## config.mk

```make
export PLATFORM = sky130hd
export DESIGN_NAME = data_write
export DESIGN_NICKNAME = d
export VERILOG_FILES = /design/src/rtl/data_write_pkg.sv /design/src/rtl/data_write_burst_addr_gen.sv /design/src/rtl/data_write.sv
export SDC_FILE = /design/constraint.sdc
export NUM_CORES = 1
export LEC_CHECK = 0
export CORE_MARGIN = 2
export CORE_UTILIZATION = 37
export CTS_CLUSTER_DIAMETER = 30
export DETAILED_ROUTE_END_ITERATION = 16
export GPL_ROUTABILITY_DRIVEN = 0
export PLACE_DENSITY = 0.73
export SYNTH_ARGS = -nofsm -noshare
export SYNTH_HDL_FRONTEND = slang
export SYNTH_SLANG_ARGS = --single-unit
```

## constraint.sdc

```tcl
create_clock -name clk -period 4.24 [get_ports clk]
set_input_delay 0.848 -clock clk [delete_from_list [all_inputs] [get_ports clk]]
set_output_delay 0.848 -clock clk [all_outputs]
set_load 0.01 [all_outputs]
```

## src/rtl/data_write_pkg.sv

```systemverilog
// Shared parameter package for the write and read data paths.
// Holds the bus widths, the burst-type and response encodings, the FSM
// state type, and a helper that builds the byte-lane mask for one beat.
package data_write_pkg;

    localparam int ADD_ID_WIDTH = 4;
    localparam int ADD_WIDTH    = 32;
    localparam int DATA_WIDTH   = 32;   // multiple of 8
    localparam int BURST_LEN    = 8;
    localparam int BURST_SIZE   = 3;
    localparam int BURST_TYPE   = 2;

    localparam int STRB_WIDTH   = DATA_WIDTH / 8;
    localparam int LANE_W       = $clog2(STRB_WIDTH);

    typedef enum logic [BURST_TYPE-1:0] {
        BURST_FIXED = 2'b00,
        BURST_INCR  = 2'b01,
        BURST_WRAP  = 2'b10,
        BURST_RSVD  = 2'b11
    } burst_t;

    localparam logic [1:0] RESP_OKAY   = 2'b00;
    localparam logic [1:0] RESP_SLVERR = 2'b10;

    typedef enum logic [1:0] {
        S_IDLE,
        S_DATA,
        S_RESP
    } state_t;

    // Enables the 2**size bytes of a beat, starting at the lane offset of the
    // beat address rounded down to the transfer size.
    function automatic logic [STRB_WIDTH-1:0] lane_mask(
        input logic [LANE_W-1:0]     lane,
        input logic [BURST_SIZE-1:0] size
    );
        int unsigned nbytes;
        int unsigned offset;
        nbytes = 32'd1 << size;
        if (nbytes >= STRB_WIDTH) return '1;
        offset = 32'(lane) & ~(nbytes - 32'd1);
        return STRB_WIDTH'(((32'd1 << nbytes) - 32'd1) << offset);
    endfunction

endpackage

```

## src/rtl/data_write_burst_addr_gen.sv

```systemverilog
// burst_addr_gen: combinational next-address calculator for one burst beat.
// Shared by the write and read data paths.
//   addr      current beat byte address
//   len       burst length minus one
//   size      log2 of bytes per beat
//   burst     FIXED / INCR / WRAP (reserved encoding behaves as INCR)
//   next_addr address of the following beat
module burst_addr_gen
    import data_write_pkg::*;
(
    input  logic [ADD_WIDTH-1:0]  addr,
    input  logic [BURST_LEN-1:0]  len,
    input  logic [BURST_SIZE-1:0] size,
    input  logic [BURST_TYPE-1:0] burst,
    output logic [ADD_WIDTH-1:0]  next_addr
);

    logic [ADD_WIDTH-1:0] step_bytes;
    logic [ADD_WIDTH-1:0] wrap_mask;
    logic [ADD_WIDTH-1:0] incr_addr;

    assign step_bytes = ADD_WIDTH'(1) << size;
    // Wrap window is (len+1) beats of 2**size bytes, aligned to its own size.
    assign wrap_mask  = ((ADD_WIDTH'(len) + ADD_WIDTH'(1)) << size) - ADD_WIDTH'(1);
    assign incr_addr  = addr + step_bytes;

    always_comb begin
        // NOTE: default assignment first so no path through the case leaves
        // next_addr unassigned, which would infer a latch.
        next_addr = incr_addr;
        case (burst)
            BURST_FIXED: next_addr = addr;
            BURST_WRAP:  next_addr = (addr & ~wrap_mask) | (incr_addr & wrap_mask);
            default:     next_addr = incr_addr;
        endcase
    end

endmodule

```

## src/rtl/data_write.sv

```systemverilog
// data_write: write-data path of the slave. Takes a burst command from the
// write-address module, accepts the W beats, issues one memory write per
// beat, then returns a single B response.
//   clk, reset                       clock, asynchronous active-low reset
//   wid/wdata/wstrb/wlast/wvalid/wready   W channel
//   bid/bresp/bvalid/bready          B channel
//   waddr_in/wlen_in/wsize_in/wburst_in/wid_in, mod1_valid_in/mod1_ready_out
//                                    command from the write-address module
//   mem_we/mem_addr/mem_wdata/mem_be memory write port, one cycle per beat
module data_write
    import data_write_pkg::*;
(
    input  logic                    clk,
    input  logic                    reset,
    input  logic [ADD_ID_WIDTH-1:0] wid,
    input  logic [DATA_WIDTH-1:0]   wdata,
    input  logic [STRB_WIDTH-1:0]   wstrb,
    input  logic                    wlast,
    input  logic                    wvalid,
    output logic                    wready,
    output logic [ADD_ID_WIDTH-1:0] bid,
    output logic [1:0]              bresp,
    output logic                    bvalid,
    input  logic                    bready,
    input  logic [ADD_WIDTH-1:0]    waddr_in,
    input  logic [BURST_LEN-1:0]    wlen_in,
    input  logic [BURST_SIZE-1:0]   wsize_in,
    input  logic [BURST_TYPE-1:0]   wburst_in,
    input  logic [ADD_ID_WIDTH-1:0] wid_in,
    input  logic                    mod1_valid_in,
    output logic                    mod1_ready_out,
    output logic                    mem_we,
    output logic [ADD_WIDTH-1:0]    mem_addr,
    output logic [DATA_WIDTH-1:0]   mem_wdata,
    output logic [STRB_WIDTH-1:0]   mem_be
);

    state_t                  state;
    logic [ADD_WIDTH-1:0]    addr;
    logic [ADD_WIDTH-1:0]    next_addr;
    logic [BURST_LEN-1:0]    len;
    logic [BURST_SIZE-1:0]   size;
    logic [BURST_TYPE-1:0]   burst;
    logic [ADD_ID_WIDTH-1:0] id;
    logic [BURST_LEN:0]      count;     // holds up to 2**BURST_LEN beats
    logic                    err;

    logic beat;
    logic final_beat;
    logic beat_err;

    burst_addr_gen u_addr_gen (
        .addr      (addr),
        .len       (len),
        .size      (size),
        .burst     (burst),
        .next_addr (next_addr)
    );

    assign beat       = (state == S_DATA) && wvalid && wready;
    assign final_beat = (count == (BURST_LEN+1)'(1));
    // wlast must agree with the beat count, and every beat must carry the
    // captured ID; the count alone terminates the burst.
    assign beat_err   = (wid != id) || (wlast != final_beat);

    always_ff @(posedge clk or negedge reset) begin
        if (!reset) begin
            state          <= S_IDLE;
            addr           <= '0;
            len            <= '0;
            size           <= '0;
            burst          <= '0;
            id             <= '0;
            count          <= '0;
            err            <= 1'b0;
            wready         <= 1'b0;
            bvalid         <= 1'b0;
            bid            <= '0;
            bresp          <= RESP_OKAY;
            mod1_ready_out <= 1'b0;
            mem_we         <= 1'b0;
            mem_addr       <= '0;
            mem_wdata      <= '0;
            mem_be         <= '0;
        end else begin
            // NOTE: non-blocking assignments throughout, so a later assignment
            // in this block overrides this default and every read sees the
            // pre-edge value.
            mem_we <= 1'b0;
            case (state)
                S_IDLE: begin
                    mod1_ready_out <= 1'b1;
                    if (mod1_valid_in && mod1_ready_out) begin
                        addr           <= waddr_in;
                        len            <= wlen_in;
                        size           <= wsize_in;
                        burst          <= wburst_in;
                        id             <= wid_in;
                        count          <= (BURST_LEN+1)'(wlen_in) + (BURST_LEN+1)'(1);
                        err            <= (wburst_in == BURST_RSVD);
                        mod1_ready_out <= 1'b0;
                        wready         <= 1'b1;
                        state          <= S_DATA;
                    end
                end
                S_DATA: begin
                    if (beat) begin
                        mem_we    <= 1'b1;
                        mem_addr  <= addr;
                        mem_wdata <= wdata;
                        mem_be    <= wstrb & lane_mask(addr[LANE_W-1:0], size);
                        addr      <= next_addr;
                        count     <= count - (BURST_LEN+1)'(1);
                        err       <= err | beat_err;
                        if (final_beat) begin
                            wready <= 1'b0;
                            bvalid <= 1'b1;
                            bid    <= id;
                            bresp  <= (err | beat_err) ? RESP_SLVERR : RESP_OKAY;
                            state  <= S_RESP;
                        end
                    end
                end
                S_RESP: begin
                    if (bready) begin
                        bvalid         <= 1'b0;
                        mod1_ready_out <= 1'b1;
                        state          <= S_IDLE;
                    end
                end
                default: state <= S_IDLE;
            endcase
        end
    end

endmodule

```

[Word-level counts from Yosys, hierarchy flattened]
Index checks and enable logic that the tools add are counted.
Widths: inputs -> output; s select.
Word-level totals
  register bits after elaboration: 139
  bits of input ports: 95
  output and inout port bits: 78
  word-level logic and storage cells: 103
Cells by class
  add/sub/neg operators: 7
  order comparisons: 1
  eq/ne operators: 12
  shifts and indexed selects: 4
  muxes and demuxes: 36
  bitwise gates (word level): 8
  reduce and logical (&&, ||, !) cells: 18
Operators with widths (number)
  $pmux 32 s2: 2
  $sub 32x1->32 const B: 3
  $and 32x32->32: 2
  $mux 32: 2
  $not 32->32: 2
  $add 32x32->32: 1
  $and 2x32->32: 1
  $ge 32x3->1 const B: 1
  $or 32x32->32: 1
  $shl 1x3->32 const A: 1
  $shl 1x32->32 const A: 1
  $shl 32x3->32: 1
  $shl 32x32->4: 1
  $add 8x1->9 const B: 2
  $mux 9: 2
  $pmux 9 s2: 1
  $mux 4: 4
  $reduce_and 4->1: 4
  $mux 1: 15
  $mux 2: 5
  $ne 2x2->1 const B: 5
  $eq 9x1->1 const B: 1
  $sub 9x1->9 const B: 1
  $pmux 1 s2: 4
  other kinds (13): 23

[Logic depth before layout (Yosys ltp)]
  word-level depth: 9
  mapped depth: 16
  gate-level depth less buffers: 14

[Hierarchy]
Synthesis repeated with hierarchy kept, for this count alone.
Unflattened totals
  cell total of the unflattened synthesis: 857
  area total of the unflattened synthesis: 8486.9 sq um
Modules (own cells, without submodules)
  data_write: times used 1, cells each 513, area each 6204.7 sq um, sequential area each 3453.3 sq um
  burst_addr_gen: times used 1, cells each 344, area each 2282.2 sq um, sequential area each 0.0 sq um

[Worst setup path before layout]
No wires, ideal clock.
  path kind: register -> register
  start point: register size[0]
  end point: register with a tool-made name
  setup time: 131 ps
  arrival time: 3700 ps
  path slack: 409 ps
  cell stages (with the launch flop): 16
  buffers on the path: 3
  cell sequence: dfrtp_1 buf_6 buf_2 buf_2 nor3_1 ha_1 inv_1 fa_1 nor2b_1 o21a_1 o21ai_0 a211oi_1 nand3_1 or3_1 a211oi_1 o22ai_2
RTL lines
  start, declared: line data_write.sv:42  | logic [BURST_SIZE-1:0] size;
  start signal, assigned: line data_write.sv:96  | size <= wsize_in;

==> results.cfg <==
[run_status]
outcome = finished, final reports clean

[global_routing]
antenna_found_initial = 0
grt_max_degree = 88
overflow = 0
grt_pass1_wl_mm = 39.7
grtUsageTotal_pct = 20.7
grt_pass1_vias = 7725

[clock_tree]
clk_pin_slew_ps = 70
cts_hold_buf = 0
cts_buffers = 17
cts_resized = 0
htreeDepth = 4
clock-sinks = 138
clk_path_buf_depth = 2
post_cts_buffers = 0
cts_tree = done
cts_root_buf = clkbuf_16
insertion_delay_ps = 430

[yosys]
synth_area_mm2 = 0.00834
syn_avg_cell_area_um2 = 8.36
synthCells = 997
ys_seq_area_share_pct = 41.4
synth_edf_count = 0
ys_types = 94
synthArstFlopShare_pct = 100
yosysWarnings = 0
syn_nets = 1107
synthFlopType = dfrtp_1
ys_ff_latch = 138

[detailed_routing]
vias = 7917
antenna_left = 0
drtIter0Drc = 625
drt_wl_total_mm = 24.3
vias_per_cell = 5.52
dr.pass1.iters = 6
wl_per_cell_um = 16.9
drc_errors = 0

[die]
fp-row-count = 54
die_w_um = 154
coreArea_mm2 = 0.0220
die_h_um = 154
start_util_pct = 38.0
num_io_pins = 173
dieArea_mm2 = 0.0237

[worst_setup_path]
crit_cells = 14
critical_path.top_delay_family = simple AND/OR/NAND/NOR gates
critPathBufInv = 0
start_kind = register
max_stage_delay_ps = 610
worst-path-max-fanout = 10
crit_chain = ha_1 -> and3_2 -> xnor2_2 -> o32ai_1 -> o41ai_2 -> nand3_1 -> or4_4 -> nor2_1 -> ha_1 -> nand2_1 -> nand3_1 -> a21oi_1 -> nor2_1 -> a21oi_1
r2r.worst_path.cells = 14
end_kind = register
worstPathRequired_ps = 4600
cpMaxStageDelayCell = or4_4
cp.arrival_ps = 4150
criticalPathCategory = reg2reg

[layout]
postLayoutCoreUtil_pct = 49.4
area_growth_pct = 30.2
drive_above_1_share_pct = 8.66
diodes = 0
nets = 1252
final_cell_count_no_fill = 1435
final_common_cell = nand2_1
final_cell_mix = nand2_1, clkdlybuf4s50_1, dfrtp_1, nor2_1, o21ai_0
stdcell_area_mm2 = 0.0109

[sta]
tightest_slew_ps = 888
finalHoldViolCount = 0
fin_worst_skew_ps = 10.3
max_freq_mhz = 264
final.setup.tns_ps = 0
rsz0062_at_grt = false
hold_ws_ps = 469
drv_slew = 0
setup_viol = 0
period_share_pct = 89.3
fin_ws_ps = 454
fin_crit_ps = 3790
maxSlewHeadroom_pct = 40.8

[worst_hold_path]
hold_class = reg2reg
hold_depth = 2

[power_and_ir_drop]
total_power_mw = 8.72
p_leak_nw = 4.63
ir_worst_vdd_v = 0.000599
p_per_area_mw_per_mm2 = 804

[placement]
placedCellCount = 1403
portBuffers = 171
dp_hpwl_mm = 17.2
place_ws_ps = 515
placed_area_mm2 = 0.0102

[flow_run]
maxCapViolations = 0
==> power breakdown <==
group          total [mW]  switching (mW)  internal [mW]
logic                4.78            2.80           1.98
clock network        1.56           0.647          0.914
registers            2.38           0.502           1.88
total                8.72            3.95           4.78
==> area by class of cell <==
type	count	area, um^2
Inverter	33	124
Tap cell	280	350
Multi-Input combinational cell	764	4470
Fill cell	2074	11100
Sequential cell	138	3450
Timing Repair Buffer	188	1850
Clock inverter	13	156
Clock buffer	19	453
==> path summary, 6_finish.rpt <==
kind	startpoint	endpoint	slack, ps
min in group asynchronous	reset	bid[1]$_DFFE_PN0P_	500
worst max register to register	len[1]$_DFFE_PN0P_	register	450
worst max-delay path	len[1]$_DFFE_PN0P_	register	450
worst min-delay path	mem_be[0]$_DFFE_PN0P_	mem_be[0]$_DFFE_PN0P_	470
worst min register to register	mem_be[0]$_DFFE_PN0P_	mem_be[0]$_DFFE_PN0P_	470
max in group asynchronous	reset	asynchronous set/reset pin	2960
==> cell families after synthesis <==
| group | Yosys count | share of synthesized area (%) |
|---|---|---|
| AND/OR/NAND/NOR | 477 | 26.3 |
| AO/OA/AOI/OAI | 234 | 20.2 |
| flip-flops | 138 | 41.4 |
| buffers and inverters | 95 | 5.22 |
| XOR/XNOR | 29 | 3.36 |
| adder cells (fa/ha/maj) | 15 | 2.34 |
| multiplexers | 8 | 1.04 |
| other | 1 | 0.0450 |
==> Yosys cell counts, drive strengths merged (4+ instances only) <==
master	number	area [um^2]
a21oi	48	244
or3	10	62.6
nor2b	9	56.3
and2	8	50.1
o21ai	55	275
mux2	5	56.3
a221oi	8	106
buf	30	191
nand3	41	210
a22oi	13	97.6
a31oi	15	106
clkbuf	32	120
a32oi	4	42.6
a2bb2oi	4	35.0
o22ai	18	163
dfrtp	138	3450
or2	6	40.0
and4	6	55.1
o211ai	6	50.1
a311oi	8	88.8
xor2	9	97.6
nand2	265	995
inv	32	120
nand2b	9	56.3
a211oi	15	113
and3	12	76.3
nand4	12	87.6
ha	14	175
nor2	60	225
nor3	22	110
xnor2	20	183
a21boi	4	33.8
==> tightest hold or removal path: cells and delay by family, from the launching register on <==
kind | cells | cell delay [ps]
DFF | 1 | 340
and+or+nand+nor | 2 | 100
==> layer usage <==
metal | wire (um) | vias to the layer above | GRT usage (%) | share of wire, %
met3 | 1690 | 36 | 5.24 | 7.0
met5 | 0 | - | 0 | 0
met1 | 11000 | 3768 | 27.3 | 45
met4 | 543 | 0 | 6.81 | 2.2
li1 | - | 3800 | - | -
met2 | 11100 | 313 | 33.4 | 46
No activity file was read; power rests on OpenSTA's default activity.
